File: src/rtl/fsl_arbiter_if.sv
// Bundle of every FSL channel around the two-requester arbiter: requester inputs,
// accelerator request/response links, requester response outputs and status.
interface fsl_arbiter_if;
  logic [0:31] S0_Data;
  logic        S0_Control;
  logic        S0_Exists;
  logic        S0_Read;
  logic [0:31] S1_Data;
  logic        S1_Control;
  logic        S1_Exists;
  logic        S1_Read;
  logic [0:31] A_Data;
  logic        A_Control;
  logic        A_Write;
  logic        A_Full;
  logic [0:31] R_Data;
  logic        R_Control;
  logic        R_Exists;
  logic        R_Read;
  logic [0:31] M0_Data;
  logic        M0_Control;
  logic        M0_Write;
  logic        M0_Full;
  logic [0:31] M1_Data;
  logic        M1_Control;
  logic        M1_Write;
  logic        M1_Full;
  logic        Busy;
  logic        Grant;

  // Arbiter side.
  modport master (
    input  S0_Data, S0_Control, S0_Exists, output S0_Read,
    input  S1_Data, S1_Control, S1_Exists, output S1_Read,
    output A_Data, A_Control, A_Write, input A_Full,
    input  R_Data, R_Control, R_Exists, output R_Read,
    output M0_Data, M0_Control, M0_Write, input M0_Full,
    output M1_Data, M1_Control, M1_Write, input M1_Full,
    output Busy, Grant
  );

  // Environment side: requesters, accelerator and response sinks.
  modport slave (
    output S0_Data, S0_Control, S0_Exists, input S0_Read,
    output S1_Data, S1_Control, S1_Exists, input S1_Read,
    input  A_Data, A_Control, A_Write, output A_Full,
    output R_Data, R_Control, R_Exists, input R_Read,
    input  M0_Data, M0_Control, M0_Write, output M0_Full,
    input  M1_Data, M1_Control, M1_Write, output M1_Full,
    input  Busy, Grant
  );
endinterface

File: src/rtl/fsl_arbiter.sv
// Round-robin sharing of one FSL accelerator between two requesters, one packet
// transaction in flight at a time. Define FSL_ARB_TIMEOUT_EN to add a response-timeout abort.
module fsl_arbiter #(
  parameter int PKT_WORDS = 8,
  parameter int RSP_WORDS = 8
`ifdef FSL_ARB_TIMEOUT_EN
  , parameter int TIMEOUT = 1024
`endif
) (
  input  logic          FSL_Clk,
  input  logic          FSL_Rst,
  fsl_arbiter_if.master bus
);

  typedef enum logic [1:0] {
    IDLE  = 2'd0,
    FWD   = 2'd1,
    RSP   = 2'd2
`ifdef FSL_ARB_TIMEOUT_EN
    , ABORT = 2'd3
`endif
  } state_t;

  localparam logic [7:0] PKT_LAST = 8'(PKT_WORDS - 1);
  localparam logic [7:0] RSP_LAST = 8'(RSP_WORDS - 1);

  state_t     state_q, state_d;
  logic       grant_q, grant_d;
  logic       rr_last_q, rr_last_d;
  logic [7:0] wcnt_q, wcnt_d;

  logic s_exists_g;
  logic mg_full;
  logic fwd_xfer;
  logic rsp_xfer;

  assign s_exists_g = grant_q ? bus.S1_Exists : bus.S0_Exists;
  assign mg_full    = grant_q ? bus.M1_Full : bus.M0_Full;
  assign fwd_xfer   = (state_q == FWD) & s_exists_g & ~bus.A_Full;
  assign rsp_xfer   = (state_q == RSP) & bus.R_Exists & ~mg_full;

`ifdef FSL_ARB_TIMEOUT_EN
  localparam logic [15:0] TO_LAST = 16'(TIMEOUT - 1);
  logic [15:0] idle_q, idle_d;
  logic        abort_xfer;
  assign abort_xfer = (state_q == ABORT) & ~mg_full;
`endif

  always_ff @(posedge FSL_Clk or negedge FSL_Rst) begin
    if (!FSL_Rst) begin
      state_q   <= IDLE;
      grant_q   <= 1'b0;
      rr_last_q <= 1'b1;
      wcnt_q    <= 8'd0;
`ifdef FSL_ARB_TIMEOUT_EN
      idle_q    <= 16'd0;
`endif
    end else begin
      state_q   <= state_d;
      grant_q   <= grant_d;
      rr_last_q <= rr_last_d;
      wcnt_q    <= wcnt_d;
`ifdef FSL_ARB_TIMEOUT_EN
      idle_q    <= idle_d;
`endif
    end
  end

  always_comb begin
    state_d   = state_q;
    grant_d   = grant_q;
    rr_last_d = rr_last_q;
    wcnt_d    = wcnt_q;
`ifdef FSL_ARB_TIMEOUT_EN
    idle_d    = idle_q;
`endif
    case (state_q)
      IDLE: begin
        // On a tie the requester that did not own the last transaction wins.
        if (bus.S0_Exists | bus.S1_Exists) begin
          grant_d = (bus.S0_Exists & bus.S1_Exists) ? ~rr_last_q : bus.S1_Exists;
          state_d = FWD;
        end
      end
      FWD: begin
        if (fwd_xfer) begin
          if (wcnt_q == PKT_LAST) begin
            wcnt_d  = 8'd0;
            state_d = RSP;
          end else begin
            wcnt_d = wcnt_q + 8'd1;
          end
        end
      end
      RSP: begin
        if (rsp_xfer) begin
`ifdef FSL_ARB_TIMEOUT_EN
          idle_d = 16'd0;
`endif
          if (wcnt_q == RSP_LAST) begin
            wcnt_d    = 8'd0;
            rr_last_d = grant_q;
            state_d   = IDLE;
          end else begin
            wcnt_d = wcnt_q + 8'd1;
          end
        end
`ifdef FSL_ARB_TIMEOUT_EN
        else if (idle_q == TO_LAST) begin
          idle_d  = 16'd0;
          wcnt_d  = 8'd0;
          state_d = ABORT;
        end else begin
          idle_d = idle_q + 16'd1;
        end
`endif
      end
`ifdef FSL_ARB_TIMEOUT_EN
      ABORT: begin
        if (abort_xfer) begin
          rr_last_d = grant_q;
          state_d   = IDLE;
        end
      end
`endif
      default: state_d = IDLE;
    endcase
  end

  always_comb begin
    bus.S0_Read    = 1'b0;
    bus.S1_Read    = 1'b0;
    bus.A_Write    = 1'b0;
    bus.A_Data     = 32'd0;
    bus.A_Control  = 1'b0;
    bus.R_Read     = 1'b0;
    bus.M0_Write   = 1'b0;
    bus.M0_Data    = 32'd0;
    bus.M0_Control = 1'b0;
    bus.M1_Write   = 1'b0;
    bus.M1_Data    = 32'd0;
    bus.M1_Control = 1'b0;
    case (state_q)
      FWD: begin
        bus.A_Write = fwd_xfer;
        bus.S0_Read = fwd_xfer & ~grant_q;
        bus.S1_Read = fwd_xfer & grant_q;
        if (fwd_xfer) begin
          bus.A_Data    = grant_q ? bus.S1_Data : bus.S0_Data;
          bus.A_Control = grant_q ? bus.S1_Control : bus.S0_Control;
        end
      end
      RSP: begin
        bus.R_Read = rsp_xfer;
        if (grant_q) begin
          bus.M1_Write   = rsp_xfer;
          bus.M1_Data    = bus.R_Data;
          bus.M1_Control = bus.R_Control;
        end else begin
          bus.M0_Write   = rsp_xfer;
          bus.M0_Data    = bus.R_Data;
          bus.M0_Control = bus.R_Control;
        end
      end
`ifdef FSL_ARB_TIMEOUT_EN
      // Abort marker: all-ones word with control set, late accelerator words are left in place.
      ABORT: begin
        if (grant_q) begin
          bus.M1_Write   = abort_xfer;
          bus.M1_Data    = 32'hFFFF_FFFF;
          bus.M1_Control = 1'b1;
        end else begin
          bus.M0_Write   = abort_xfer;
          bus.M0_Data    = 32'hFFFF_FFFF;
          bus.M0_Control = 1'b1;
        end
      end
`endif
      default: ;
    endcase
  end

  assign bus.Busy  = (state_q != IDLE);
  assign bus.Grant = grant_q;

endmodule
File: src/flat_wrapper.sv
// flat-port wrapper written by rule: the top's interface ports become plain ports
module fsl_arbiter_flat 
#(
  parameter int PKT_WORDS = 8,
  parameter int RSP_WORDS = 8

)
  (FSL_Clk, FSL_Rst, bus_S0_Data, bus_S0_Control, bus_S0_Exists, bus_S0_Read, bus_S1_Data, bus_S1_Control, bus_S1_Exists, bus_S1_Read, bus_A_Data, bus_A_Control, bus_A_Write, bus_A_Full, bus_R_Data, bus_R_Control, bus_R_Exists, bus_R_Read, bus_M0_Data, bus_M0_Control, bus_M0_Write, bus_M0_Full, bus_M1_Data, bus_M1_Control, bus_M1_Write, bus_M1_Full, bus_Busy, bus_Grant);
  fsl_arbiter_if bus_i ();
  input  logic FSL_Clk;
  input  logic FSL_Rst;
  input wire logic [$bits(bus_i.S0_Data)-1:0] bus_S0_Data;
  input wire logic [$bits(bus_i.S0_Control)-1:0] bus_S0_Control;
  input wire logic [$bits(bus_i.S0_Exists)-1:0] bus_S0_Exists;
  output wire logic [$bits(bus_i.S0_Read)-1:0] bus_S0_Read;
  input wire logic [$bits(bus_i.S1_Data)-1:0] bus_S1_Data;
  input wire logic [$bits(bus_i.S1_Control)-1:0] bus_S1_Control;
  input wire logic [$bits(bus_i.S1_Exists)-1:0] bus_S1_Exists;
  output wire logic [$bits(bus_i.S1_Read)-1:0] bus_S1_Read;
  output wire logic [$bits(bus_i.A_Data)-1:0] bus_A_Data;
  output wire logic [$bits(bus_i.A_Control)-1:0] bus_A_Control;
  output wire logic [$bits(bus_i.A_Write)-1:0] bus_A_Write;
  input wire logic [$bits(bus_i.A_Full)-1:0] bus_A_Full;
  input wire logic [$bits(bus_i.R_Data)-1:0] bus_R_Data;
  input wire logic [$bits(bus_i.R_Control)-1:0] bus_R_Control;
  input wire logic [$bits(bus_i.R_Exists)-1:0] bus_R_Exists;
  output wire logic [$bits(bus_i.R_Read)-1:0] bus_R_Read;
  output wire logic [$bits(bus_i.M0_Data)-1:0] bus_M0_Data;
  output wire logic [$bits(bus_i.M0_Control)-1:0] bus_M0_Control;
  output wire logic [$bits(bus_i.M0_Write)-1:0] bus_M0_Write;
  input wire logic [$bits(bus_i.M0_Full)-1:0] bus_M0_Full;
  output wire logic [$bits(bus_i.M1_Data)-1:0] bus_M1_Data;
  output wire logic [$bits(bus_i.M1_Control)-1:0] bus_M1_Control;
  output wire logic [$bits(bus_i.M1_Write)-1:0] bus_M1_Write;
  input wire logic [$bits(bus_i.M1_Full)-1:0] bus_M1_Full;
  output wire logic [$bits(bus_i.Busy)-1:0] bus_Busy;
  output wire logic [$bits(bus_i.Grant)-1:0] bus_Grant;
  assign bus_i.S0_Data = bus_S0_Data;
  assign bus_i.S0_Control = bus_S0_Control;
  assign bus_i.S0_Exists = bus_S0_Exists;
  assign bus_S0_Read = bus_i.S0_Read;
  assign bus_i.S1_Data = bus_S1_Data;
  assign bus_i.S1_Control = bus_S1_Control;
  assign bus_i.S1_Exists = bus_S1_Exists;
  assign bus_S1_Read = bus_i.S1_Read;
  assign bus_A_Data = bus_i.A_Data;
  assign bus_A_Control = bus_i.A_Control;
  assign bus_A_Write = bus_i.A_Write;
  assign bus_i.A_Full = bus_A_Full;
  assign bus_i.R_Data = bus_R_Data;
  assign bus_i.R_Control = bus_R_Control;
  assign bus_i.R_Exists = bus_R_Exists;
  assign bus_R_Read = bus_i.R_Read;
  assign bus_M0_Data = bus_i.M0_Data;
  assign bus_M0_Control = bus_i.M0_Control;
  assign bus_M0_Write = bus_i.M0_Write;
  assign bus_i.M0_Full = bus_M0_Full;
  assign bus_M1_Data = bus_i.M1_Data;
  assign bus_M1_Control = bus_i.M1_Control;
  assign bus_M1_Write = bus_i.M1_Write;
  assign bus_i.M1_Full = bus_M1_Full;
  assign bus_Busy = bus_i.Busy;
  assign bus_Grant = bus_i.Grant;
  fsl_arbiter #(.PKT_WORDS(PKT_WORDS), .RSP_WORDS(RSP_WORDS)) u_core (.FSL_Clk(FSL_Clk), .FSL_Rst(FSL_Rst), .bus(bus_i));
endmodule
File: config.mk
export PLATFORM = sky130hd
export DESIGN_NAME = fsl_arbiter_flat
export DESIGN_NICKNAME = d
export VERILOG_FILES = /design/src/rtl/fsl_arbiter_if.sv /design/src/rtl/fsl_arbiter.sv /design/src/flat_wrapper.sv
export SDC_FILE = /design/constraint.sdc
export NUM_CORES = 1
export LEC_CHECK = 0
export CAP_MARGIN = 40
export CORE_AREA = 2 2 83 85
export CTS_BUF_LIST = sky130_fd_sc_hd__clkbuf_16
export CTS_CLUSTER_DIAMETER = 200
export DETAILED_ROUTE_END_ITERATION = 12
export DIE_AREA = 0 0 85 87
export GPL_ROUTABILITY_DRIVEN = 0
export GPL_TIMING_DRIVEN = 0
export PLACE_DENSITY_LB_ADDON = 0.2
export SLEW_MARGIN = 5
export SYNTH_ARGS = -nofsm -noshare
export SYNTH_HDL_FRONTEND = slang
export SYNTH_SLANG_ARGS = --single-unit
File: constraint.sdc
create_clock -name FSL_Clk -period 2.2 [get_ports FSL_Clk]
set_clock_uncertainty 0.05 [all_clocks]
set_input_delay 0.33 -clock FSL_Clk [delete_from_list [all_inputs] [get_ports FSL_Clk]]
set_output_delay 0.33 -clock FSL_Clk [all_outputs]
set_load 0.05 [all_outputs]
==> qor.txt <==
Outcome - finished, violations left
Failing checks - negative setup slack
Crit path max-delay cell type - or3b_4
Vias in the first global route - 2,398
Final period utilization - 1.04
FF-to-FF End - u_core.state_q[0]
Seq/Total Area, Yosys - 0.210
Area Growth Syn to Fin - 177%
CP top delay family - simple AND/OR/NAND/NOR gates
Clock slew at reported path FFs - 40 ps
Aggregate routed wire length - 8640 µm
Num ports - 214
R2R depth - 4
Yosys top cell area share - 0.202
Crit end category - output pin
CTS tree - built
First drt pass iteration count - 4
CTS Sinks - 12
DR vias - 2,348
Die area - 7400 µm²
Vias per inst - 4.78
First-pass GRT wire length - 11,900 µm
DPL Wire Length - 6350 µm
#FFs+latches synth - 12
DRC - 0
Max VDD drop - 0.450 mV
Static leakage - 2.07 nW
Ys flop type - dfrtp_1
Synthesized instance count - 185
Routed Antenna Nets - 0
Root buffer cell - clkbuf_16
Worst skew pair latency - 240 ps
Largest net degree at the start of global routing - 13
Asr flop ratio synth - 1.00
Post-synth top area cell - a22o_1
Setup ws final - -89.5 ps
CTS Buf Count - 3
Slew Limit Headroom - 0.628
CP arrival - 1910 ps
Syn_area_per_cell - 7.74 µm²
R2R setup slack - 230 ps
Max-slew violations - 0
Most frequent CP cell - buf_6
Required @ worst endpoint - 1820 ps
Initial antenna violation count - 0
Final setup fails - 29
CP max FO - 6
CP startpoint kind - flop
Total Routing Usage GR - 0.198
Mean routed wirelength per cell - 17.6 µm
Synth unique cells - 29
Critical path's largest stage delay - 430 ps
Placed cell area - 3710 µm²
Worst path bufs/invs - 3
Synth warn - 0
Diode count - 0
Max-cap violations - 0
P per Cell Area - 590 nW/µm²
Die width - 85 µm
Min Tclk post-route - 2290 ps
Core Rows - 30
Crit Path Category - flop to output pin
Core footprint - 6570 µm²
Reg2reg start - u_core.wcnt_q[3]
Final hold vios - 0
Remaining global-route overflow - 0
Final Instance Area - 3980 µm²
Fin nets - 520
Top post-synthesis cells by area - a22o_1 (20%), dfrtp_1 (19%), and3_1 (15%), and2_1 (14%), clkbuf_1 (3.1%)
Cts hold-fix bufs - 0
Synth Net Count - 293
Share of post-route cells with drive strength above 1 - 0.409
Clock buffer depth - 2
Unrepaired setup endpoints after global routing - yes
Least-Margin Pin Slew - 556 ps
Mapped Area - 1430 µm²
Port Buffers - 213
Crit-path cells - or3b_4, nor3b_4, buf_6, buf_6, a22o_2, buf_6
HP Class - input port to async pin
Starting Density - 0.218
Initial drt markers - 43
Die Span Y - 87 µm
Number of enable flip-flop cells after synthesis - 0
CTS H-tree depth - 1
Final setup TNS - -1890 ps
Fmax - 0.437 GHz
==> synthesized netlist by cell type, types with 2 or more instances <==
| cell type | count |
|---|---|
| a21oi_1 | 2 |
| a22o_1 | 33 |
| and2_1 | 33 |
| and3_1 | 35 |
| buf_2 | 7 |
| clkbuf_1 | 12 |
| dfrtp_1 | 11 |
| inv_1 | 7 |
| mux2i_1 | 2 |
| nand2_1 | 5 |
| nand2b_1 | 2 |
| nand3_1 | 3 |
| nand4_1 | 4 |
| nor2_1 | 8 |
| o21ai_0 | 3 |
| xnor2_1 | 5 |
==> registers in the layout, summed over array words and instances, names as in the netlist <==
name / count
u_core.rr_last_q: 1
u_core.state_q: 2
u_core.bus.Grant: 1
u_core.wcnt_q: 8
==> worst reg2reg max path: stages, from the launching register on <==
cell and delay (ps):
dfrtp_1 420, or4_1 530, or3_4 380, or3_1 340
o311a_1 140
==> cell type report <==
class                      count  area, µm²
inverter                       7       26.3
tap                           80        100
sequential                    12        303
fill                         572       2590
clock buffer                   3       75.1
clock inverter                 1       3.75
timing repair buffer         224       2110
multi-input combinational    147       1240
buffer                        17        111
==> cells in the final DEF (no fill, tap or decap), types with 2 or more instances in the layout <==
cell type        count
clkdlybuf4s50_1    106
buf_2               51
and3_1              35
and2_1              33
buf_8               25
a22o_4              22
buf_6               16
clkdlybuf4s18_2     12
clkbuf_2            10
dfrtp_1             10
buf_4                9
inv_1                7
a22o_2               7
nand2_1              5
xnor2_1              5
nor2_1               4
a22o_1               4
nand4_1              4
dlygate4sd2_1        4
clkdlybuf4s15_1      4
nor2_2               3
nand3_1              3
o21ai_0              3
clkbuf_16            3
nand2b_1             2
clkbuf_4             2
mux2i_1              2
a21oi_1              2
==> routing by layer <==
metal | vias up | global-route usage | wire, µm
li1 | 1130 | - | -
met1 | 1064 | 0.210 | 3130
met2 | 140 | 0.383 | 4500
met3 | 14 | 0.0531 | 770
met4 | 0 | 0.0577 | 240
met5 | - | 0 | 0
==> power breakdown <==
group | internal [mW] | leakage [nW] | switching [mW]
registers | 0.287 | 0.145 | 0.0886
logic | 0.763 | 1.89 | 0.879
clock network | 0.239 | 0.0385 | 0.0899
==> logic make-up (layout without fill, tap and decap cells) <==
kind of cell,Yosys count,count (layout),share of synthesized area
and+or+nand+nor,96,96,0.410
AOI/OAI and AO/OA,42,42,0.244
buffers and inverters,26,252,0.0742
DFF,12,12,0.210
xor gates and xnor gates,5,5,0.0306
muxes,3,3,0.0218
adders and majority gates,1,1,0.00873
==> worst max path at each step <==
stage / start / endpoint / slack [ps] / depth (start not counted)
global placement: bus_A_Full / bus_A_Data[16] / -1120 / 7
CTS: u_core.state_q[1] / bus_A_Data[16] / -100 / 6
floorplan: u_core.state_q[1] / bus_A_Data[22] / 2 / 5
finish: u_core.state_q[1] / bus_A_Data[7] / -90 / 6
global route: u_core.state_q[1] / bus_A_Data[20] / -170 / 6
detailed placement: bus_A_Full / bus_A_Data[16] / -1120 / 7
==> what timing repair did <==
item | CTS | global route
endpoints found under the setup margin | 105 | 104
endpoints found under the hold margin | 0 | 0
pin swaps | 11 | 13
buffers inserted | 5 | 2
gates cloned | 4 | 0
resized for setup | 484 | 151
==> per-stage QoR <==
stage               hold WS [ps]  instances  utilization  setup slack, ps  power [mW]
finish                       405        491        0.605            -89.5        2.35
global placement             412        478        0.565            -1120        1.71
global route                 454        491        0.605             -166        2.46
floorplan                  -15.6        185            -             2.13        1.19
CTS                          428        489        0.627            -99.3        2.25
detailed placement           421        478        0.565            -1120        1.73
No activity file was read; power rests on OpenSTA's default activity.
